### src/rtl/cpu_trace_checker_pkg.sv
// Shared types for the CPU trace checker: FSM states, probe channel indices, table entry layout.
// The entry layout gains a per-entry compare mask when CHECK_MASK_EN is defined.
package cpu_check_pkg;

   localparam int CHK_WIDTH    = 32;
   localparam int CHK_CHANNELS = 6;
   localparam int CHK_CW       = $clog2(CHK_CHANNELS);

   typedef enum logic [1:0] {
      IDLE = 2'd0,
      RUN  = 2'd1,
      DONE = 2'd2
   } state_t;

   // Probe bus channel order as wired from the single-cycle CPU
   localparam int CH_DMEM_RD = 0;
   localparam int CH_WDATA   = 1;
   localparam int CH_ADDRES  = 2;
   localparam int CH_RD1     = 3;
   localparam int CH_RD2     = 4;
   localparam int CH_ALURES  = 5;

   typedef struct packed {
      logic [CHK_CW-1:0]    chan;
      logic [CHK_WIDTH-1:0] exp;
`ifdef CHECK_MASK_EN
      logic [CHK_WIDTH-1:0] mask;
`endif
   } trace_entry_t;

endpackage

### src/rtl/cpu_trace_checker_trace_table.sv
// Expectation table: DEPTH entries with one write port and a combinational read port.
// Contents are deliberately not reset so a loaded table survives a checker reset.
module trace_table
   import cpu_check_pkg::*;
#(
   parameter int  DEPTH   = 32,
   parameter int  AW      = $clog2(DEPTH),
   parameter type entry_t = trace_entry_t
) (
   input  logic          clk,
   input  logic          we,
   input  logic [AW-1:0] waddr,
   input  entry_t        wdata,
   input  logic [AW-1:0] raddr,
   output entry_t        rdata
);

   entry_t mem_q [DEPTH];
   entry_t mem_d [DEPTH];

   always_comb begin
      mem_d = mem_q;
      if (we) begin
         mem_d[waddr] = wdata;
      end
   end

   always_ff @(posedge clk) begin
      mem_q <= mem_d;
   end

   assign rdata = mem_q[raddr];

endmodule

### config.mk
export PLATFORM = sky130hd
export DESIGN_NAME = trace_table
export DESIGN_NICKNAME = d
export VERILOG_FILES = /design/src/rtl/cpu_trace_checker_pkg.sv /design/src/rtl/cpu_trace_checker_trace_table.sv
export SDC_FILE = /design/constraint.sdc
export NUM_CORES = 1
export LEC_CHECK = 0
export ABC_AREA = 0
export BUFFER_PORTS_ARGS = -buffer_cell sky130_fd_sc_hd__buf_2
export CAP_MARGIN = 20
export CELL_PAD_IN_SITES_DETAIL_PLACEMENT = 0
export CELL_PAD_IN_SITES_GLOBAL_PLACEMENT = 1
export CORE_AREA = 2 2 330 250
export CTS_CLUSTER_SIZE = 16
export DETAILED_ROUTE_END_ITERATION = 16
export DIE_AREA = 0 0 332 252
export GPL_TIMING_DRIVEN = 0
export HOLD_SLACK_MARGIN = 0.06
export PLACE_DENSITY_LB_ADDON = 0.1
export SLEW_MARGIN = 15
export SYNTH_ARGS = -nofsm -noshare
export SYNTH_HDL_FRONTEND = slang
export SYNTH_SLANG_ARGS = --single-unit
### constraint.sdc
create_clock -name clk -period 11.3 [get_ports clk]
set_input_delay 3.39 -clock clk [delete_from_list [all_inputs] [get_ports clk]]
set_output_delay 3.39 -clock clk [all_outputs]
set_load 0.005 [all_outputs]
### Word-level counts from Yosys, hierarchy flattened

Index checks and enable logic that the tools add are counted.

| storage, ports and cells | value |
|---|---|
| bits in registers | 1120 |
| input bits | 47 |
| output and inout bits | 35 |

| cells by class | value |
|---|---|
| reduce and logical (&&, ||, !) cells | 1 |
| bitwise gates (word level) | 2 |
| multiplexer cells | 6 |
| $lt $le $gt $ge | 3 |

Operators with widths:

| cell | count |
|---|---|
| bitwise mux 1120 bit | 1 |
| binary-select mux 35 bit (select 5 bit) | 1 |
| demux 35 bit (select 5 bit) | 1 |
| 2-to-1 mux 35 bit | 3 |
| >= comparator 6 bit, second input constant | 2 |
| inverter 5 -> 6 bit | 2 |
| < comparator 6 x 1 -> 1 bit, second input constant | 1 |
| logical AND 1 bit | 1 |

### Depth between registers and ports, before layout

| logic depth | value |
|---|---|
| depth in word-level cells | 6 |
| depth in mapped cells | 7 |
| depth with buffers taken out | 5 |

### Worst setup path before layout

Ideal clock, no wire load.

| path | value |
|---|---|
| path type | input-to-output |
| start | input raddr[1] |
| end | output rdata[0] (netlist name) |
| stages on the path | 7 |
| data arrival time | 4.393 ns |
| path slack | 3.517 ns |
| data required time | 7.910 ns |
| cell sequence | buf_4 > buf_2 > buf_4 > mux2i_1 > nand2_1 > a31oi_1 > nand3_1 |

RTL lines:

| element | line | RTL |
|---|---|---|
| start: declaration | cpu_trace_checker_trace_table.sv:14 | `input logic [AW-1:0] raddr,` |
| end: declaration | cpu_trace_checker_trace_table.sv:15 | `output entry_t rdata` |

==> results.ini <==
[pwr]
leakagePower_nw = 17.4
powerDensity_mw_per_mm2 = 170
vdd_drop_max_mv = 0.122
totalPowerFinal_mw = 8.48

[floorplan]
die_y_um = 252
start_util_pct = 54.7
dieArea_mm2 = 0.0837
num_rows = 90
die-width_um = 332
core_mm2 = 0.0802
pin_count = 82

[synth]
synth.top_cell.area_share_pct = 76.7
synth-compound-area-share_pct = 4.89
synth_top_family_by_area = multiplexers
synthMuxAreaShare_pct = 12.8
yosysTopAreaCell = edfxtp_1
ys_types = 27
synth_edf_count = 1120
synthXorXnorAreaFrac_pct = 0
ys_ff_latch = 1120
synth_fa_ha_area_share_pct = 0
async_reset_ff_share_pct = 0
synthTopCellsByArea = edfxtp_1 77%, mux2i_1 13%, a22oi_1 1.8%, a22o_1 1.4%, nand3_1 1.2%
synth-main-ff-cell = edfxtp_1
syn-instance-count = 2434
synth_area_mm2 = 0.0438
avgSynthCellArea_um2 = 18.0
synthSimpleGateAreaFrac_pct = 3.19
yosysWarnings = 0
ys_seq_area_share_pct = 76.7
syn_nets = 2481

[routing]
firstDrtPassIters = 6
drc = 0
vias_per_cell = 6.12
ant_nets = 0
wl_mm = 112
vias = 23200
drtIter0Drc = 2765
routedWlPerCell_um = 29.4

[clock_tree]
cts_tree = yes
cts_buffer_depth = 3
postCtsHoldBufs = 0
postCtsSetupBuffers = 0
clk_pin_slew_ps = 70
cts_root_buffer = clkbuf_16
cts-htree-levels = 3
numCtsBuffers = 103
cts.sinks = 1120
ctsResizeCount = 0

[job]
maxCapViolations = 0

[worst_setup_path]
critPathMaxFanout = 10
crit_type = in2out
cp.arrival_ps = 5900
critPathRequiredTime_ps = 7910
critPathLaunchType = input port
worstSetupEndpointType = primary output

[final_layout]
area_growth_pct = 13.6
drive_gt1_share_pct = 14.7
largest_register_ff_count = 1120
nNetsFinal = 2702
largest-register = mem_q
reg.largest.list = mem_q: 1120 flops

[min_path]
min_path_type = in2reg

[grt]
grt_pass1_vias = 22800
grt_util_all_layers_pct = 26.8
antenna_found_initial = 7
grt_max_degree = 33
grt_pass1_wl_mm = 158
overflow = 0

[placed_design]
io_buffer_count = 80
pre_cts_slack_ps = 2010
routabilityCongestion = 0.804
place_hpwl_mm = 71.5

[timing]
timing.slew.headroom_pct = 31.2
hold_violations = 0
finalSetupViolCount = 0
fin_crit_sh_pct = 82.2
tns_ps = 0
finalCriticalPeriod_ps = 9290
max_freq_ghz = 0.108
tightest_slew_ps = 1030
maxSlewViolCount = 0
fin_ws_ps = 2010
rsz0062_at_grt = false

[run_status]
outcome = completed

per-layer routing:
metal,vias up,track usage [%],wire length (um)
met1,11900,39.9,49800
li1,10100,-,-
met2,964,40.7,50200
met3,166,5.43,8990
met5,-,0,69
met4,12,6.87,2720
metrics by stage:
step	area [um2]	utilization, %	cells	hold slack (ps)
after floorplan	43800	-	2434	3490
after global placement	45600	56.8	3572	3900
after detailed placement	46600	58.1	3608	3920
after CTS	49800	62.1	3793	3200
after global routing	49800	62.1	3793	3230
final	49800	62.1	3795	3240
worst paths after layout:
check	start	end	slack, ps	depth (start not counted)
setup / recovery	raddr[0]	rdata[16]	2010	8
hold / removal	wdata[3]	mem_q[563]$_DFFE_PP_	3240	1
report_power, final:
group / leakage, nW / internal (mW) / switching [mW] / total (mW)
Combinational: 5.70 / 0.161 / 0.332 / 0.493
Sequential: 10.1 / 4.62 / 0.0110 / 4.63
Clock: 1.58 / 1.88 / 1.47 / 3.35
layout by cell type (no fill, tap or decap), drive strengths merged:
master,count
a31oi,35
and2,1
or2,1
diode,2
buf,220
nand3,107
clkbuf,164
a21oi,105
inv,3
bufinv,7
nand2,107
nor3,35
edfxtp,1120
clkinv,46
mux2i,560
nor2,34
nand2b,2
or3b,3
a22oi,105
nand3b,5
a22o,70
nor2b,2
or3,1
clkinvlp,2
area by class of cell:
cell class	count	area, um2
diodes	2	5.00
fillers	5747	30400
multi-input cells	1173	9390
plain buffers	141	1060
flip-flops and latches	1120	33600
repair buffers	116	1180
clock inverters	58	453
well taps	1058	1320
clock buffers	127	2750
cells by family (layout without fill, tap and decap cells):
family                 Yosys count  count (layout)
DFF                           1120            1120
muxes                          560             560
AOI/OAI and AO/OA              315             315
and+or+nand+nor                298             298
buffers and inverters          141             442
other                            0               2
worst max-delay path, cell delays in order:
cell	delay [ps]
buf_2	140
nor2_1	380
buf_2	560
clkbuf_1	400
nand2_1	100
a31oi_1	520
nand3_1	210
buf_2	190
synth_stat cells (12+ instances only):
| master | number |
|---|---|
| mux2i_1 | 560 |
| edfxtp_1 | 1120 |
| nor2_1 | 34 |
| nor3_1 | 25 |
| a22o_1 | 70 |
| buf_6 | 13 |
| nand2_1 | 107 |
| buf_4 | 24 |
| a31oi_1 | 35 |
| buf_12 | 12 |
| nand3_1 | 107 |
| a21oi_1 | 105 |
| clkbuf_1 | 34 |
| a22oi_1 | 105 |
| buf_2 | 39 |
(Power assumes the default switching activity.)
